$ cat src/rtl/tcdm_shim_pkg.sv
// Shared types and helpers for the TCDM master shim: request/response payloads and the
// rule deciding whether a request will be answered by the interconnect.
package tcdm_shim_pkg;

    localparam int unsigned ShimAddrWidth = 32;
    localparam int unsigned ShimDataWidth = 32;
    localparam int unsigned ShimBeWidth   = ShimDataWidth / 8;

    typedef struct packed {
        logic [ShimAddrWidth-1:0] add;
        logic                     we_n;
        logic [ShimDataWidth-1:0] wdata;
        logic [ShimBeWidth-1:0]   be;
    } req_t;

    typedef struct packed {
        logic [ShimDataWidth-1:0] rdata;
        logic                     we_n;
    } resp_t;

    // Loads are always answered; stores only when the interconnect returns write responses.
    function automatic logic needs_resp(input logic we_n, input bit write_resp_on);
        return ~we_n | write_resp_on;
    endfunction

endpackage

$ cat src/rtl/tcdm_master_shim_if.sv
// Core-side request/response channels and interconnect req/gnt/vld channel of one initiator.
// Signal names carry direction suffixes as seen from the shim.
interface tcdm_master_shim_if #(
    parameter int unsigned AddrWidth = 32,
    parameter int unsigned DataWidth = 32,
    parameter int unsigned BeWidth   = DataWidth / 8
) ();

    // Core request channel
    logic                 c_valid_i;
    logic                 c_ready_o;
    logic [AddrWidth-1:0] c_add_i;
    logic                 c_we_n_i;
    logic [DataWidth-1:0] c_wdata_i;
    logic [BeWidth-1:0]   c_be_i;

    // Core response channel
    logic                 r_valid_o;
    logic                 r_ready_i;
    logic [DataWidth-1:0] r_rdata_o;
    logic                 r_we_n_o;

    // Interconnect side
    logic                 req_o;
    logic [AddrWidth-1:0] add_o;
    logic                 we_n_o;
    logic [DataWidth-1:0] wdata_o;
    logic [BeWidth-1:0]   be_o;
    logic                 gnt_i;
    logic                 vld_i;
    logic [DataWidth-1:0] rdata_i;

    modport master (
        input  c_valid_i, c_add_i, c_we_n_i, c_wdata_i, c_be_i, r_ready_i, gnt_i, vld_i, rdata_i,
        output c_ready_o, r_valid_o, r_rdata_o, r_we_n_o, req_o, add_o, we_n_o, wdata_o, be_o
    );

    modport slave (
        output c_valid_i, c_add_i, c_we_n_i, c_wdata_i, c_be_i, r_ready_i, gnt_i, vld_i, rdata_i,
        input  c_ready_o, r_valid_o, r_rdata_o, r_we_n_o, req_o, add_o, we_n_o, wdata_o, be_o
    );

endinterface

$ cat src/rtl/tcdm_shim_resp_fifo.sv
// Small circular FIFO with synchronous active-low reset and an occupancy count.
// Push and pop may coincide at any occupancy, including full.
module tcdm_shim_resp_fifo #(
    parameter type         entry_t = logic,
    parameter int unsigned Depth   = 4,
    localparam int unsigned PtrW   = (Depth > 1) ? $clog2(Depth) : 1,
    localparam int unsigned CntW   = $clog2(Depth) + 1
) (
    input  logic            clk_i,
    input  logic            rst_ni,
    input  logic            push_i,
    input  entry_t          data_i,
    input  logic            pop_i,
    output entry_t          data_o,
    output logic            full_o,
    output logic            empty_o,
    output logic [CntW-1:0] count_o
);

    entry_t          mem_q [Depth];
    logic [PtrW-1:0] wptr_q, wptr_d;
    logic [PtrW-1:0] rptr_q, rptr_d;
    logic [CntW-1:0] count_q, count_d;
    logic            push_ok, pop_ok;

    function automatic logic [PtrW-1:0] ptr_inc(input logic [PtrW-1:0] p);
        return (p == PtrW'(Depth - 1)) ? '0 : p + PtrW'(1);
    endfunction

    assign full_o  = (count_q == CntW'(Depth));
    assign empty_o = (count_q == '0);
    assign count_o = count_q;
    assign data_o  = mem_q[rptr_q];

    // A full FIFO can still take a push when the head leaves in the same cycle.
    assign push_ok = push_i & (~full_o | pop_i);
    assign pop_ok  = pop_i & ~empty_o;

    always_comb begin
        wptr_d  = wptr_q;
        rptr_d  = rptr_q;
        count_d = count_q + CntW'(push_ok) - CntW'(pop_ok);
        if (push_ok) wptr_d = ptr_inc(wptr_q);
        if (pop_ok)  rptr_d = ptr_inc(rptr_q);
    end

    always_ff @(posedge clk_i) begin
        if (!rst_ni) begin
            wptr_q  <= '0;
            rptr_q  <= '0;
            count_q <= '0;
        end else begin
            wptr_q  <= wptr_d;
            rptr_q  <= rptr_d;
            count_q <= count_d;
        end
    end

    always_ff @(posedge clk_i) begin
        if (push_ok) mem_q[wptr_q] <= data_i;
    end

endmodule

$ cat src/rtl/tcdm_master_shim.sv
// Per-initiator adapter: core valid/ready requests to interconnect req/gnt, fixed-latency
// responses into a credit-protected FIFO. Perf counters under TCDM_MASTER_SHIM_PERF_EN.
module tcdm_master_shim
    import tcdm_shim_pkg::*;
#(
    parameter int unsigned AddrWidth   = ShimAddrWidth,
    parameter int unsigned DataWidth   = ShimDataWidth,
    parameter int unsigned BeWidth     = DataWidth / 8,
    parameter int unsigned RespDepth   = 4,
    parameter bit          WriteRespOn = 1'b1
) (
    input  logic               clk_i,
    input  logic               rst_ni,
    tcdm_master_shim_if.master bus,
    output logic               err_o
`ifdef TCDM_MASTER_SHIM_PERF_EN
    ,
    output logic [31:0]        perf_stall_o,
    output logic [31:0]        perf_credit_o
`endif
);

    localparam int unsigned CntW = $clog2(RespDepth) + 1;
    localparam int unsigned SumW = CntW + 2;

    req_t            req_q, req_d;
    logic            req_valid_q, req_valid_d;
    logic            accept, grant, reg_needs, credit_ok;
    logic [CntW-1:0] outstanding, fifo_count;
    logic [SumW-1:0] reserved;

    logic            tag_push, tag_pop, tag_we_n, tag_full, tag_empty;
    logic            resp_push, resp_pop, resp_full, resp_empty;
    resp_t           resp_in, resp_out;
    logic            err_q;
    logic            unused_full;

    assign unused_full = tag_full ^ resp_full;

    // A slot is held from acceptance until the response leaves the FIFO: while in the
    // request register, while outstanding at the interconnect, and while queued.
    assign grant     = req_valid_q & bus.gnt_i;
    assign reg_needs = req_valid_q & needs_resp(req_q.we_n, WriteRespOn);
    assign reserved  = SumW'(outstanding) + SumW'(fifo_count) + SumW'(reg_needs);
    assign credit_ok = (reserved < SumW'(RespDepth));

    assign bus.c_ready_o = rst_ni & credit_ok & (~req_valid_q | bus.gnt_i);
    assign accept        = bus.c_valid_i & bus.c_ready_o;

    always_comb begin
        req_valid_d = req_valid_q;
        req_d       = req_q;
        if (accept) begin
            req_valid_d = 1'b1;
            req_d.add   = bus.c_add_i;
            req_d.we_n  = bus.c_we_n_i;
            req_d.wdata = bus.c_wdata_i;
            req_d.be    = bus.c_be_i;
        end else if (grant) begin
            req_valid_d = 1'b0;
        end
    end

    always_ff @(posedge clk_i) begin
        if (!rst_ni) begin
            req_valid_q <= 1'b0;
            req_q       <= '0;
        end else begin
            req_valid_q <= req_valid_d;
            req_q       <= req_d;
        end
    end

    assign bus.req_o   = req_valid_q;
    assign bus.add_o   = req_q.add;
    assign bus.we_n_o  = req_q.we_n;
    assign bus.wdata_o = req_q.wdata;
    assign bus.be_o    = req_q.be;

    // Tag FIFO occupancy is the outstanding count; its entries order load/store flags.
    assign tag_push = grant & needs_resp(req_q.we_n, WriteRespOn);
    assign tag_pop  = bus.vld_i & ~tag_empty;

    tcdm_shim_resp_fifo #(
        .entry_t (logic),
        .Depth   (RespDepth)
    ) u_tag_fifo (
        .clk_i   (clk_i),
        .rst_ni  (rst_ni),
        .push_i  (tag_push),
        .data_i  (req_q.we_n),
        .pop_i   (tag_pop),
        .data_o  (tag_we_n),
        .full_o  (tag_full),
        .empty_o (tag_empty),
        .count_o (outstanding)
    );

    always_comb begin
        resp_in.rdata = tag_we_n ? '0 : bus.rdata_i;
        resp_in.we_n  = tag_we_n;
    end

    assign resp_push = tag_pop;
    assign resp_pop  = ~resp_empty & bus.r_ready_i;

    tcdm_shim_resp_fifo #(
        .entry_t (resp_t),
        .Depth   (RespDepth)
    ) u_resp_fifo (
        .clk_i   (clk_i),
        .rst_ni  (rst_ni),
        .push_i  (resp_push),
        .data_i  (resp_in),
        .pop_i   (resp_pop),
        .data_o  (resp_out),
        .full_o  (resp_full),
        .empty_o (resp_empty),
        .count_o (fifo_count)
    );

    assign bus.r_valid_o = ~resp_empty;
    assign bus.r_rdata_o = resp_out.rdata;
    assign bus.r_we_n_o  = resp_out.we_n;

    // Unexpected response (nothing outstanding, e.g. after a reset): dropped, flagged sticky.
    always_ff @(posedge clk_i) begin
        if (!rst_ni) begin
            err_q <= 1'b0;
        end else if (bus.vld_i & tag_empty) begin
            err_q <= 1'b1;
        end
    end

    assign err_o = err_q;

`ifdef TCDM_MASTER_SHIM_PERF_EN
    logic [31:0] perf_stall_q, perf_credit_q;

    always_ff @(posedge clk_i) begin
        if (!rst_ni) begin
            perf_stall_q  <= '0;
            perf_credit_q <= '0;
        end else begin
            if (req_valid_q & ~bus.gnt_i & ~&perf_stall_q) begin
                perf_stall_q <= perf_stall_q + 32'd1;
            end
            if (bus.c_valid_i & ~credit_ok & ~&perf_credit_q) begin
                perf_credit_q <= perf_credit_q + 32'd1;
            end
        end
    end

    assign perf_stall_o  = perf_stall_q;
    assign perf_credit_o = perf_credit_q;
`endif

endmodule

$ cat src/flat_wrapper.sv
// flat-port wrapper written by rule: the top's interface ports become plain ports
module tcdm_master_shim_flat import tcdm_shim_pkg::*;
#(
    parameter int unsigned AddrWidth   = ShimAddrWidth,
    parameter int unsigned DataWidth   = ShimDataWidth,
    parameter int unsigned BeWidth     = DataWidth / 8,
    parameter int unsigned RespDepth   = 4,
    parameter bit          WriteRespOn = 1'b1
)
  (clk_i, rst_ni, err_o, bus_c_valid_i, bus_c_add_i, bus_c_we_n_i, bus_c_wdata_i, bus_c_be_i, bus_r_ready_i, bus_gnt_i, bus_vld_i, bus_rdata_i, bus_c_ready_o, bus_r_valid_o, bus_r_rdata_o, bus_r_we_n_o, bus_req_o, bus_add_o, bus_we_n_o, bus_wdata_o, bus_be_o);
  tcdm_master_shim_if #(.AddrWidth(AddrWidth), .DataWidth(DataWidth), .BeWidth(BeWidth)) bus_i ();
  input  logic clk_i;
  input  logic rst_ni;
  output logic err_o;
  input wire logic [$bits(bus_i.c_valid_i)-1:0] bus_c_valid_i;
  input wire logic [$bits(bus_i.c_add_i)-1:0] bus_c_add_i;
  input wire logic [$bits(bus_i.c_we_n_i)-1:0] bus_c_we_n_i;
  input wire logic [$bits(bus_i.c_wdata_i)-1:0] bus_c_wdata_i;
  input wire logic [$bits(bus_i.c_be_i)-1:0] bus_c_be_i;
  input wire logic [$bits(bus_i.r_ready_i)-1:0] bus_r_ready_i;
  input wire logic [$bits(bus_i.gnt_i)-1:0] bus_gnt_i;
  input wire logic [$bits(bus_i.vld_i)-1:0] bus_vld_i;
  input wire logic [$bits(bus_i.rdata_i)-1:0] bus_rdata_i;
  output wire logic [$bits(bus_i.c_ready_o)-1:0] bus_c_ready_o;
  output wire logic [$bits(bus_i.r_valid_o)-1:0] bus_r_valid_o;
  output wire logic [$bits(bus_i.r_rdata_o)-1:0] bus_r_rdata_o;
  output wire logic [$bits(bus_i.r_we_n_o)-1:0] bus_r_we_n_o;
  output wire logic [$bits(bus_i.req_o)-1:0] bus_req_o;
  output wire logic [$bits(bus_i.add_o)-1:0] bus_add_o;
  output wire logic [$bits(bus_i.we_n_o)-1:0] bus_we_n_o;
  output wire logic [$bits(bus_i.wdata_o)-1:0] bus_wdata_o;
  output wire logic [$bits(bus_i.be_o)-1:0] bus_be_o;
  assign bus_i.c_valid_i = bus_c_valid_i;
  assign bus_i.c_add_i = bus_c_add_i;
  assign bus_i.c_we_n_i = bus_c_we_n_i;
  assign bus_i.c_wdata_i = bus_c_wdata_i;
  assign bus_i.c_be_i = bus_c_be_i;
  assign bus_i.r_ready_i = bus_r_ready_i;
  assign bus_i.gnt_i = bus_gnt_i;
  assign bus_i.vld_i = bus_vld_i;
  assign bus_i.rdata_i = bus_rdata_i;
  assign bus_c_ready_o = bus_i.c_ready_o;
  assign bus_r_valid_o = bus_i.r_valid_o;
  assign bus_r_rdata_o = bus_i.r_rdata_o;
  assign bus_r_we_n_o = bus_i.r_we_n_o;
  assign bus_req_o = bus_i.req_o;
  assign bus_add_o = bus_i.add_o;
  assign bus_we_n_o = bus_i.we_n_o;
  assign bus_wdata_o = bus_i.wdata_o;
  assign bus_be_o = bus_i.be_o;
  tcdm_master_shim #(.AddrWidth(AddrWidth), .DataWidth(DataWidth), .BeWidth(BeWidth), .RespDepth(RespDepth), .WriteRespOn(WriteRespOn)) u_core (.clk_i(clk_i), .rst_ni(rst_ni), .bus(bus_i), .err_o(err_o));
endmodule
$ cat config.mk
export PLATFORM = sky130hd
export DESIGN_NAME = tcdm_master_shim_flat
export DESIGN_NICKNAME = d
export VERILOG_FILES = /design/src/rtl/tcdm_shim_pkg.sv /design/src/rtl/tcdm_master_shim_if.sv /design/src/rtl/tcdm_shim_resp_fifo.sv /design/src/rtl/tcdm_master_shim.sv /design/src/flat_wrapper.sv
export SDC_FILE = /design/constraint.sdc
export NUM_CORES = 1
export LEC_CHECK = 0
export BUFFER_PORTS_ARGS = -buffer_cell sky130_fd_sc_hd__buf_2
export CORE_MARGIN = 3
export CORE_UTILIZATION = 56
export CTS_BUF_LIST = sky130_fd_sc_hd__clkbuf_4
export DETAILED_ROUTE_END_ITERATION = 7
export PLACE_DENSITY = 0.83
export SKIP_LAST_GASP = 1
export SYNTH_ARGS = -nofsm -noshare
export SYNTH_HDL_FRONTEND = slang
export SYNTH_SLANG_ARGS = --single-unit
$ cat constraint.sdc
create_clock -name clk_i -period 2.8 [get_ports clk_i]
set_clock_uncertainty 0.05 [all_clocks]
set_input_delay 0.56 -clock clk_i [delete_from_list [all_inputs] [get_ports clk_i]]
set_output_delay 0.56 -clock clk_i [all_outputs]
set_load 0.01 [all_outputs]
==> After elaboration in Yosys (flattened, before gate mapping) <==
Memory sizes are Yosys's and may differ from the RTL's. A register that Yosys moved wholly into a read port is not among the register bits.
Cells that the tools add are included.
{ "totals": {"word_cells": 68, "input_bits": 107, "register_bits": 85, "ramBits": 136, "n_memories": 2} }
{ "classes": {"add_sub_neg": 10, "n_mux": 15, "reduce_logical": 3, "eq_ne": 6, "n_bitwise": 19, "magnitude_cmp": 1} }
{ "mem_list": {"columns": ["name", "depth", "word_bits", "rd", "rd_clocked_by_memory_dff", "wr", "line", "text"], "rows": [
  ["u_core.u_resp_fifo.mem_q", 4, 33, 1, 1, 1, "tcdm_shim_resp_fifo.sv:20", "entry_t mem_q [Depth];"],
  ["u_core.u_tag_fifo.mem_q", 4, 1, 1, 1, 1, "tcdm_shim_resp_fifo.sv:20", null]
]} }
{ "op_table": {"columns": ["cell", "n"], "rows": [
  ["$mux W32", 1],
  ["$mux W2", 8],
  ["$and A1 B1 Y1", 11],
  ["$add A2 B1 Y2 const B", 4],
  ["$eq A2 B2 Y1 const B", 4],
  ["$add A3 B1 Y3", 2],
  ["$eq A3 B3 Y1 const B", 2],
  ["$logic_not A3 Y1", 2],
  ["$mux W1", 6],
  ["$sub A3 B1 Y3", 2],
  ["$add A5 B1 Y5", 1],
  ["$lt A5 B3 Y1 const B", 1],
  ["$not A1 Y1", 5],
  ["$add A3 B3 Y4", 1],
  ["$or A1 B1 Y1", 3],
  ["$reduce_bool A2 Y1", 1]
]} }

==> Longest topological paths before layout <==
Gate-level depths: netlist of the first run.
{ "logic_depth": {"word_depth": 7, "depth_mapped": 10, "mapped_depth_nobuf": 10} }

==> Hierarchy <==
Synthesis of the first run repeated with hierarchy kept, for this count alone.
{ "hier_totals": {"cells_unflattened": 628, "hier_area_um2": 9049.9} }
{ "by_module_without_submodules": {"columns": ["mod", "area_each_um2", "n_inst", "cells_per_inst", "seq_area_each_um2"], "rows": [
  ["tcdm_shim_resp_fifo (u_core.u_resp_fifo)", 5297.6, 1, 226, 4144.0],
  ["tcdm_master_shim", 3124.2, 1, 345, 1421.4],
  ["tcdm_shim_resp_fifo (u_core.u_tag_fifo)", 628.1, 1, 57, 300.3]
]} }

==> Worst setup path after synthesis of the first run <==
Ideal clock, no wire load.
{ "synth_timing": {"kind": "register to register", "startpoint": "register u_core.u_tag_fifo.count_q[1], in the netlist u_core.u_tag_fifo.count_o[1]", "endpoint": "register u_core.u_resp_fifo.count_q[2], in the netlist u_core.u_resp_fifo.count_o[2]", "synth_period_minus_slack_ps": 2487, "setup_time_ps": 115, "path_stages_with_launch": 11, "arrival_time_ps": 2323, "path_slack_ps": 313, "cell_sequence": "dfxtp_1 > o31ai_1 > nor2_1 > inv_1 > ha_1 > inv_1 > ha_1 > fa_1 > xor2_1 > xnor2_1 > and2_1"} }
{ "synth_via": {"elab_chain_len": 6} }
{ "synth_rtl": {"columns": ["element", "line", "text"], "rows": [
  ["start, declared", "tcdm_shim_resp_fifo.sv:23", "logic [CntW-1:0] count_q, count_d;"],
  ["start signal, assigned", "tcdm_shim_resp_fifo.sv:55", "count_q <= count_d;"],
  ["$logic_not A3 Y1", "tcdm_shim_resp_fifo.sv:31", "assign empty_o = (count_q == '0);"],
  ["$not A1 Y1", "tcdm_master_shim.sv:82", "assign tag_pop = bus.vld_i & ~tag_empty;"],
  ["$and A1 B1 Y1", "tcdm_master_shim.sv:82", null],
  ["$and A1 B1 Y1", "tcdm_shim_resp_fifo.sv:36", "assign push_ok = push_i & (~full_o | pop_i);"],
  ["$add A3 B1 Y3", "tcdm_shim_resp_fifo.sv:42", "count_d = count_q + CntW'(push_ok) - CntW'(pop_ok);"],
  ["$sub A3 B1 Y3", "tcdm_shim_resp_fifo.sv:42", null],
  ["end signal, assigned", "tcdm_shim_resp_fifo.sv:55", null],
  ["end, declared", "tcdm_shim_resp_fifo.sv:23", null]
]} }
No other way between the ends.
A chain may end at the register's enable or synchronous reset.

==> Final worst setup path of the first run <==
{ "layout_timing": {"startpoint": "register u_core.u_tag_fifo.count_q[0], in the netlist u_core.u_tag_fifo.count_o[0]", "endpoint": "output bus_c_ready_o"} }
{ "layout_via": {"elab_chain_len": 5} }
{ "layout_rtl": {"columns": ["element", "line", "text"], "rows": [
  ["$add A3 B3 Y4", "tcdm_master_shim.sv:44", "assign reserved = SumW'(outstanding) + SumW'(fifo_count) + SumW'(reg_needs);"],
  ["$add A5 B1 Y5", "tcdm_master_shim.sv:44", null],
  ["$lt A5 B3 Y1", "tcdm_master_shim.sv:45", "assign credit_ok = (reserved < SumW'(RespDepth));"],
  ["$and A1 B1 Y1 (2 in series)", "tcdm_master_shim.sv:47", "assign bus.c_ready_o = rst_ni & credit_ok & (~req_valid_q | bus.gnt_i);"],
  ["end, declared", "flat_wrapper.sv:24", "output wire logic [$bits(bus_i.c_ready_o)-1:0] bus_c_ready_o;"]
]} }
No other way between the ends.

==> impl_metrics.tcl, run 1 <==
set metrics [dict create \
    fp.coreArea_mm2 0.0155 \
    gr-max-usage-layer "met2" \
    final_net_count 1025 \
    ys_seq_elements 225 \
    finalSetupViolCount 1 \
    cts.sinks 225 \
    p_per_area_mw_per_mm2 845 \
    final.min_clock_period_ns 3.08 \
    leakage_nw 4.56 \
    synth_edf_count 136 \
    share_of_yosys_cell_area_claimed_by_the_top_area_cell_type_pct 45.2 \
    initial_antenna_violation_count 1 \
    final.period_utilization_pct 110 \
    dr.first_iter.drc_count 323 \
    vias_in_the_first_global_route 6176 \
    synth_xor_area_share_pct 0.388 \
    start_util_pct 58.3 \
    clock_path_buffers 3 \
    final_hold_viol_count 0 \
    use_met3_pct 7.38 \
    core.rowCount 45 \
    comb_power_share_pct 27.2 \
    mappedNetlistNets 760 \
    worst-slew-pin-transition_ns 0.762 \
    share_seq_of_total_power_pct 45.7 \
    place.detailed.hpwl_mm 12.4 \
    yosys-top-cells-area "sky130_fd_sc_hd__edfxtp_1 45%, sky130_fd_sc_hd__dfxtp_1 20%, sky130_fd_sc_hd__mux4_2 8.5%, sky130_fd_sc_hd__mux2i_1 7.8%, sky130_fd_sc_hd__nand2_1 6.2%" \
    grtUsageTotal_pct 21.4 \
    yosys.area_share.simple_pct 10.7 \
    grt_overflow 0 \
    cts_max_level 2 \
    synthToLayoutAreaGrowth_pct 23.7 \
    io_buffer_count 212 \
    switching_share_pct 29.4 \
    netlist_area_mm2 0.00903 \
    async_s_r_ff_share_synth_pct 0 \
    synth.largest_area_cell "sky130_fd_sc_hd__edfxtp_1" \
    final_critical_path_setup_slack_ns -0.280 \
    synth_adder_area_share_pct 3.02 \
    cp_max_fo 2 \
    grt_use_met1_pct 25.2 \
    chipWidth_um 133 \
    power.clock.fraction_pct 27.1 \
    gr-usage-met2_pct 36.7 \
    combinational_family_with_the_most_area_after_synthesis "multiplexers" \
    maxSlewHeadroom_pct 49.2 \
    share_of_the_synthesized_area_in_compound_gates_ao_oa_aoi_oai_pct 1.19 \
    grt_first_pass_wirelength_mm 30.4 \
    drtAntennaViolNets 0 \
    p_switching_w 0.00278 \
    ys_dominant_reg_cell "sky130_fd_sc_hd__edfxtp_1" \
    post_drt_via_cell_ratio 5.13 \
    pin_count_of_the_biggest_net_entering_global_routing 155 \
    clkLatencyLatePin_ns 0.62 \
    cts_inserted_buffers 54 \
    cts.hold.buffers_added 0 \
    global_placer_s_final_weighted_congestion 0.800 \
    routedWlPerCell_um 16.7 \
    grt_setup_unrepaired "true" \
    postSynthCellCount 633 \
    post_synth_num_cell_types 30 \
    fin_area_mm2 0.0112 \
    layout-drive-gt1-share_pct 39.6 \
    floorplan.io_pins 213 \
    dp_cells 1038 \
    required_ns 2.19 \
    timing.critical_path.arrival_ns 2.47 \
    worstSetupPathType "reg -> out" \
    failing_checks "setup timing" \
    drtPass1Iterations 5 \
    drc 0 \
    tritoncts "yes" \
    postPlaceCellArea_mm2 0.0103 \
    run_status "finished, violations left" \
    critical_path.startpoint_type "flop" \
    post_synth.cell_area_avg_um2 14.3 \
    ys_seq_area_share_pct 65.0 \
    num_vias 5900 \
    antennaDiodeCount 0 \
    muxShareOfSynthArea_pct 16.2 \
    fp.dieH_um 133 \
    die_area_mm2 0.0177 \
    worst_setup_hold_path_clk_slew_ns 0.07 \
    slew_violations 0 \
    hp-class "in -> reg" \
    max_freq_mhz 325 \
    layout.cells.non_filler 1151 \
    ctsRootBufferMaster "sky130_fd_sc_hd__clkbuf_4" \
    fin_tns_setup_ns -0.280 \
    synth-warning-count 0 \
    worstSetupEndpointType "primary output" \
    vdd_ir_drop_max_uv 410 \
    maxCapViolCount 0 \
    cellInternalPower_w 0.00666 \
    routed_wl_mm 19.2 \
]
==> cell usage in the layout (no fill, tap or decap), types with 2 or more instances in the layout <==
cell / n
sky130_fd_sc_hd__and2_1: 15
sky130_fd_sc_hd__xnor2_1: 2
sky130_fd_sc_hd__clkinv_1: 14
sky130_fd_sc_hd__ha_1: 16
sky130_fd_sc_hd__clkbuf_16: 2
sky130_fd_sc_hd__buf_2: 211
sky130_fd_sc_hd__fa_1: 2
sky130_fd_sc_hd__mux4_2: 34
sky130_fd_sc_hd__dfxtp_1: 86
sky130_fd_sc_hd__mux2i_1: 70
sky130_fd_sc_hd__inv_1: 14
sky130_fd_sc_hd__clkbuf_4: 82
sky130_fd_sc_hd__nor4b_1: 2
sky130_fd_sc_hd__nor3_1: 2
sky130_fd_sc_hd__o21ai_0: 4
sky130_fd_sc_hd__buf_4: 27
sky130_fd_sc_hd__nand3_1: 2
sky130_fd_sc_hd__buf_12: 4
sky130_fd_sc_hd__nand2_1: 148
sky130_fd_sc_hd__nor2b_1: 36
sky130_fd_sc_hd__a21boi_0: 6
sky130_fd_sc_hd__nor2_1: 4
sky130_fd_sc_hd__xor2_1: 2
sky130_fd_sc_hd__dfxtp_2: 2
sky130_fd_sc_hd__or3_1: 2
sky130_fd_sc_hd__a21oi_1: 2
sky130_fd_sc_hd__edfxtp_1: 136
==> sequential cells by signal (all words and copies together), names as in the netlist, 3 cells and up, named ones only <==
register                    count
u_core.u_tag_fifo.count_o       3
u_core.u_resp_fifo.count_o      3
u_core.bus.add_o               32
u_core.bus.wdata_o             32
u_core.u_tag_fifo.mem_q         4
u_core.u_resp_fifo.mem_q      132
u_core.bus.be_o                 4
==> kinds of logic after synthesis <==
group / Yosys count
fa+ha+maj: 20
xor+xnor: 4
compound gates: 16
buf+inv: 50
simple gates: 214
flops: 225
mux: 104
==> cell usage after synthesis, types with 3 or more instances <==
| cell type | count |
|---|---|
| sky130_fd_sc_hd__buf_2 | 3 |
| sky130_fd_sc_hd__fa_1 | 3 |
| sky130_fd_sc_hd__nor2_1 | 4 |
| sky130_fd_sc_hd__mux4_2 | 34 |
| sky130_fd_sc_hd__ha_1 | 17 |
| sky130_fd_sc_hd__nand2_1 | 148 |
| sky130_fd_sc_hd__inv_1 | 14 |
| sky130_fd_sc_hd__buf_1 | 5 |
| sky130_fd_sc_hd__and2_1 | 15 |
| sky130_fd_sc_hd__mux2i_1 | 70 |
| sky130_fd_sc_hd__dfxtp_1 | 89 |
| sky130_fd_sc_hd__o21ai_0 | 4 |
| sky130_fd_sc_hd__nor2b_1 | 37 |
| sky130_fd_sc_hd__buf_12 | 7 |
| sky130_fd_sc_hd__edfxtp_1 | 136 |
| sky130_fd_sc_hd__a21boi_0 | 6 |
| sky130_fd_sc_hd__clkbuf_1 | 20 |
| sky130_fd_sc_hd__a21oi_1 | 3 |
==> through the flow <==
step | setup WS, ns | hold slack, ns | power (W) | util, %
global route | -0.423 | 0.0520 | 0.00998 | 72.1
finish | -0.280 | 0.126 | 0.00943 | 72.1
CTS | -0.330 | 0.0578 | 0.00941 | 71.1
global placement | 0.238 | 0.392 | 0.00667 | 66.5
detailed placement | 0.107 | 0.395 | 0.00678 | 66.5
floorplan | 0.313 | 0.417 | 0.00595 | -
==> repair_timing <==
action	CTS	global route
gates cloned	0	2
pin swaps	1	5
resized for setup	6	4
endpoints found under the setup margin	26	25
setup buffers	3	10
==> layout make-up <==
class / instances / area [um^2]
sequential: 225 / 5870
clock buffer: 82 / 616
inverter: 14 / 52.6
timing repair buffer: 245 / 1420
tap: 211 / 264
multi-input combinational: 358 / 2880
fill: 1010 / 4320
clock inverter: 16 / 61.3
==> critical path: stages, from the launching register on <==
cell	delay, ns
sky130_fd_sc_hd__dfxtp_2	0.34
sky130_fd_sc_hd__ha_4	0.16
sky130_fd_sc_hd__fa_2	0.38
sky130_fd_sc_hd__nor2b_4	0.13
sky130_fd_sc_hd__or4b_4	0.52
sky130_fd_sc_hd__a21oi_2	0.11
sky130_fd_sc_hd__and2_1	0.12
sky130_fd_sc_hd__buf_2	0.12
==> per-layer routing <==
| layer | wire length, um | vias to the layer above |
|---|---|---|
| met5 | 13 | - |
| met4 | 424 | 2 |
| met3 | 1740 | 33 |
| met2 | 9680 | 263 |
| met1 | 7360 | 2803 |
| li1 | - | 2799 |
==> power by group through the flow <==
stage               Sequential [W]  Combinational (W)  Clock [W]
floorplan                  0.00437            0.00158          0
global placement           0.00434            0.00232          0
detailed placement         0.00437            0.00241          0
CTS                        0.00431            0.00246    0.00265
global route               0.00435            0.00281    0.00282
finish                     0.00431            0.00257    0.00256
==> worst paths after layout <==
path,from,to,slack (ns),cells after the start
worst min-delay path,bus_c_be_i[0],u_core.bus.be_o[0],0.13,3
worst max register to register,u_core.u_tag_fifo.count_o[0],u_core.bus.wdata_o[9],0.09,9
worst max-delay path,u_core.u_tag_fifo.count_o[0],bus_c_ready_o,-0.28,7
worst min register to register,u_core.bus.add_o[9],u_core.bus.add_o[9],0.41,2
Note: power is estimated with default switching activity, not from simulation.
==> inputs of run 2 (changes only) <==
- CORE_UTILIZATION: 56 -> 50
- PLACE_DENSITY: 0.83 -> 0.78
- clock period: 2.8 -> 2.5 ns (I/O delays scaled with it)
==> impl_metrics.tcl, run 2 (same netlist as run 1, synthesis figures left out) <==
set metrics [dict create \
    mostFrequentLayoutCell "sky130_fd_sc_hd__buf_2" \
    synthToLayoutAreaGrowth_pct 36.7 \
    final.min_clock_period_ns 3.02 \
    post_drt_via_cell_ratio 5.11 \
    critical_path.top_delay_family "simple AND/OR/NAND/NOR gates" \
    fp.coreArea_mm2 0.0175 \
    routed_wl_mm 22.4 \
    top_layer_used "met5" \
    die_area_mm2 0.0197 \
    start_util_pct 51.7 \
    drc 0 \
    pin_count_of_the_biggest_net_entering_global_routing 155 \
    dr.first_iter.drc_count 266 \
    p_per_area_mw_per_mm2 932 \
    detailedPlace.worstSlack_ns -0.0451 \
    final_net_count 1093 \
    critical_path.startpoint_type "flop" \
    antennaDiodeCount 0 \
    clkLatencyLatePin_ns 0.64 \
    fp.dieH_um 140 \
    met2_length_mm 11.3 \
    ctsRootBufferMaster "sky130_fd_sc_hd__clkbuf_4" \
    tritoncts "yes" \
    fin_tns_setup_ns -5.74 \
    grt_first_pass_wirelength_mm 34.3 \
    routedWlPerCell_um 18.1 \
    finalSetupViolCount 80 \
    route.layer.met1.wl_mm 8.33 \
    final.period_utilization_pct 121 \
    worst_setup_hold_path_clk_slew_ns 0.07 \
    vdd_ir_drop_max_uv 462 \
    hp-class "in -> reg" \
    vias_in_the_first_global_route 6647 \
    worstSetupPathType "reg -> out" \
    cpMaxStageDelayCell "sky130_fd_sc_hd__or4b_4" \
    num_vias 6295 \
    core.rowCount 48 \
    maxCapViolCount 0 \
    place.detailed.hpwl_mm 11.8 \
    drtAntennaViolNets 0 \
    cts_max_level 2 \
    layout-drive-gt1-share_pct 40.1 \
    cts.sinks 225 \
    routed-wl-met3_mm 1.97 \
    cts_inserted_buffers 55 \
    grt_setup_unrepaired "true" \
    final_hold_viol_count 0 \
    io_buffer_count 212 \
    largest_reg_flops 132 \
    slew_violations 0 \
    floorplan.io_pins 213 \
    leakage_nw 5.00 \
    grt_overflow 0 \
    maxSlewHeadroom_pct 41.6 \
    worstSetupEndpointType "primary output" \
    largest-register "u_core.u_resp_fifo.mem_q" \
    timing.critical_path.arrival_ns 2.47 \
    max_freq_mhz 331 \
    run_status "finished, violations left" \
    reg2reg_slack_ns -0.20 \
    highest_count_cells_in_the_layout_ignoring_fill_and_taps "188 x sky130_fd_sc_hd__buf_2, 147 x sky130_fd_sc_hd__nand2_1, 136 x sky130_fd_sc_hd__edfxtp_1" \
    clock_path_buffers 3 \
    critical_path.n_buffers_inverters 1 \
    cpPeakStageDelay_ns 0.53 \
    crit_path_cell_trace "ha_4 -> fa_2 -> nor2b_4 -> or4b_4 -> a21oi_2 -> and2_1 -> buf_2" \
    grtUsageTotal_pct 22.1 \
    drtPass1Iterations 5 \
    worst-slew-pin-transition_ns 0.876 \
    chipWidth_um 140 \
    initial_antenna_violation_count 1 \
    cp_max_fo 2 \
    required_ns 1.95 \
    global_placer_s_final_weighted_congestion 0.762 \
    final_critical_path_setup_slack_ns -0.524 \
    failing_checks "setup timing" \
]
[run 2: cell types whose count changed in the layout (fill, tap and decap cells not counted), sizes merged]
cell | previous run | this run
buf | 243 | 254
clkinv | 15 | 14
dlygate4sd3 | 0 | 57
bufinv | 0 | 1
[run 2: metrics by stage]
step	utilization (%)	power, W	std cells	hold slack, ns	cell area (um^2)
detailed placement	59.3	0.00765	1056	0.395	10400
finish	70.6	0.0115	1233	0.0781	12300
global route	70.6	0.0121	1233	0.0262	12300
floorplan	-	0.00667	633	0.417	9030
CTS	68.8	0.0112	1227	0.00146	12000
global placement	59.3	0.00758	1056	0.389	10400
[run 2: tightest hold or removal path, stage by stage]
cell and delay (ns):
sky130_fd_sc_hd__buf_2 0.11, sky130_fd_sc_hd__nand2_1 0.06, sky130_fd_sc_hd__mux2i_1 0.06
[run 2: worst paths after layout]
check,start,end,depth (start not counted)
worst max register to register,u_core.u_tag_fifo.count_o[0],u_core.bus.add_o[15],11
worst min register to register,u_core.bus.add_o[6],u_core.bus.add_o[6],2
worst min-delay path,bus_c_wdata_i[4],u_core.bus.wdata_o[4],3
worst max-delay path,u_core.u_tag_fifo.count_o[0],bus_c_ready_o,7
[run 2: area by class of cell]
cell class	count	area (um^2)
clock buffers	83	623
clock inverters	16	92.6
fillers	1094	5130
inverters	14	52.6
multi-input cells	358	2970
flip-flops and latches	225	5870
well taps	225	282
repair buffers	312	2450
[run 2: metal layers]
| layer | vias to the layer above | track usage [%] |
|---|---|---|
| met5 | - | 0 |
| met4 | 2 | 7.70 |
| met2 | 313 | 38.3 |
| met1 | 2977 | 25.5 |
| met3 | 59 | 7.89 |
| li1 | 2944 | - |
[run 2: power breakdown]
part           leakage [nW]  internal, W  switching (W)
sequential             1.98      0.00457       0.000264
clock                 0.427      0.00162        0.00142
combinational          2.59      0.00195        0.00169
total                  5.00      0.00813        0.00337
[run 2: repair_timing]
action	in CTS	in global routing
setup buffers	10	10
hold buffers	54	3
pin swaps	2	3
hold endpoints to repair	54	3
gates resized for setup	27	75
cloned	8	1
setup endpoints to repair	61	106
==> inputs of run 3 (changes only) <==
==> constraint.sdc (replaced) <==
create_clock -name clk_i -period 2.5 [get_ports clk_i]
set_clock_uncertainty 0.05 [all_clocks]
set_input_delay 0.125 -clock clk_i [delete_from_list [all_inputs] [get_ports clk_i]]
set_output_delay 0.125 -clock clk_i [all_outputs]
set_load 0.01 [all_outputs]
==> impl_metrics.tcl, run 3 (same netlist as run 1, synthesis figures left out) <==
set metrics [dict create \
    drc 0 \
    grt_overflow 0 \
    pin_count_of_the_biggest_net_entering_global_routing 76 \
    failing_checks "setup timing" \
    global_placer_s_final_weighted_congestion 0.756 \
    final_net_count 1144 \
    max_freq_mhz 368 \
    drtPass1Iterations 5 \
    final_hold_viol_count 0 \
    crit_start "u_core.u_resp_fifo.count_o[0]" \
    fin_tns_setup_ns -6.67 \
    reg2reg_slack_ns -0.19 \
    cp_max_fo 2 \
    layout-drive-gt1-share_pct 37.6 \
    dr.first_iter.drc_count 324 \
    run_status "finished, violations left" \
    floorplan.io_pins 213 \
    fp.coreArea_mm2 0.0175 \
    comb_power_share_pct 30.0 \
    cts_inserted_buffers 54 \
    final.period_utilization_pct 109 \
    tritoncts "yes" \
    leakage_nw 5.14 \
    detailedPlace.worstSlack_ns -0.0321 \
    grtUsageTotal_pct 22.3 \
    worstSetupEndpoint "bus_c_ready_o" \
    clkLatencyLatePin_ns 0.67 \
    p_per_area_mw_per_mm2 889 \
    worstSetupPathType "reg -> out" \
    start_util_pct 51.7 \
    highest_count_cells_in_the_layout_ignoring_fill_and_taps "211 x sky130_fd_sc_hd__buf_2, 147 x sky130_fd_sc_hd__nand2_1, 136 x sky130_fd_sc_hd__edfxtp_1" \
    r2r.worst_path.cells 11 \
    drtAntennaViolNets 0 \
    required_ns 2.33 \
    hp-class "in -> reg" \
    maxCapViolCount 0 \
    share_seq_of_total_power_pct 42.9 \
    num_vias 6590 \
    finalSetupViolCount 69 \
    largest_reg_flops 132 \
    worstSetupEndpointType "primary output" \
    fp.dieH_um 140 \
    grt_first_pass_wirelength_mm 34.9 \
    ctsRootBufferMaster "sky130_fd_sc_hd__clkbuf_4" \
    largest-register "u_core.u_resp_fifo.mem_q" \
    crit_path_cell_trace "ha_4 -> fa_2 -> nor2b_1 -> or4b_4 -> a21oi_2 -> and2_1 -> buf_2" \
    maxSlewHeadroom_pct 48.8 \
    die_area_mm2 0.0197 \
    vias_in_the_first_global_route 6959 \
    worst_r2r_startpoint "u_core.u_resp_fifo.count_o[0]" \
    routedWlPerCell_um 18.2 \
    postPlaceCellArea_mm2 0.0104 \
    post_drt_via_cell_ratio 5.14 \
    cpMaxStageDelayCell "sky130_fd_sc_hd__or4b_4" \
    switching_share_pct 29.4 \
    io_buffer_count 212 \
    hold_start "bus_c_add_i[22]" \
    fin_area_mm2 0.0126 \
    core.rowCount 48 \
    grt_setup_unrepaired "true" \
    routed_wl_mm 23.4 \
    initial_antenna_violation_count 2 \
    clock_path_buffers 3 \
    final_critical_path_setup_slack_ns -0.214 \
    critical_path.startpoint_type "flop" \
    timing.critical_path.arrival_ns 2.54 \
    cts_max_level 2 \
    power.clock.fraction_pct 27.1 \
    mostFrequentLayoutCell "sky130_fd_sc_hd__buf_2" \
    worst_setup_hold_path_clk_slew_ns 0.07 \
    crit-reg2reg-capture "u_core.bus.wdata_o[26]" \
    place.detailed.hpwl_mm 12.0 \
    synthToLayoutAreaGrowth_pct 40.0 \
    vdd_ir_drop_max_uv 527 \
    p_switching_w 0.00330 \
    cts.sinks 225 \
    cpPeakStageDelay_ns 0.53 \
    chipWidth_um 140 \
    slew_violations 0 \
    cellInternalPower_w 0.00794 \
    worst-slew-pin-transition_ns 0.768 \
    final.min_clock_period_ns 2.71 \
]
==> run 3: changes by cell type in the layout (fill, tap and decap cells not counted), sizes merged <==
cell	previous run	this run
dlygate4sd3	57	110
clkbuf	84	81
buf	254	252
diode	0	2
bufinv	1	2
clkinv	14	13
inv	15	14
==> run 3: how the worst min path moves through the flow <==
stage                                 to  slack [ns]  cells past startpoint
finish              u_core.bus.add_o[22]        0.19                      4
global route        u_core.bus.add_o[24]        0.19                      4
CTS                 u_core.bus.add_o[22]        0.06                      6
detailed placement  u_core.bus.add_o[14]        0.33                      3
global placement    u_core.bus.add_o[17]        0.32                      3
floorplan            u_core.bus.add_o[0]        0.22                      2
==> run 3: power groups by stage <==
stage / registers (W) / clock network (W) / logic (W)
after detailed placement: 0.00486 / 0 / 0.00284
after global placement: 0.00484 / 0 / 0.00279
after CTS: 0.00480 / 0.00310 / 0.00319
after global routing: 0.00486 / 0.00330 / 0.00364
final: 0.00482 / 0.00304 / 0.00337
after floorplan: 0.00489 / 0 / 0.00177
==> run 3: layout make-up <==
type	instances	area (um^2)
diodes	2	5.00
clock buffers	79	593
clock inverters	15	114
fillers	1072	4840
inverters	14	52.6
multi-input cells	358	2940
flip-flops and latches	225	5870
well taps	225	282
repair buffers	364	2780
==> run 3: worst max-delay path: cells and delay by family, from the launching register on <==
family	cells	cell delay [ns]
compound gates	1	0.12
fa+ha+maj	2	0.50
buf+inv	1	0.12
flops	1	0.34
simple gates	3	0.80
==> run 3: metal layers <==
metal	wire length [um]	vias to the layer above	GRT usage (%)	part of all wire (%)
li1	-	3041	-	-
met1	8380	3133	25.3	36
met2	12000	348	38.7	51
met3	2050	68	6.69	8.8
met4	933	0	9.99	4.0
met5	0	-	0	0
==> run 3: timing repair <==
item	in CTS	in global routing
gates cloned	3	2
endpoints found under the setup margin	53	73
pin swaps	2	4
hold buffers	110	0
endpoints found under the hold margin	217	0
gates resized for setup	13	34
buffers inserted	7	4
==> run 3: through the flow <==
step	hold slack (ns)	std cells	power [W]	util (%)
finish	0.191	1282	0.0112	72.3
global route	0.186	1282	0.0118	72.3
CTS	0.0563	1276	0.0111	71.4
detailed placement	0.331	1062	0.00770	59.8
global placement	0.324	1062	0.00763	59.8
floorplan	0.217	633	0.00667	-
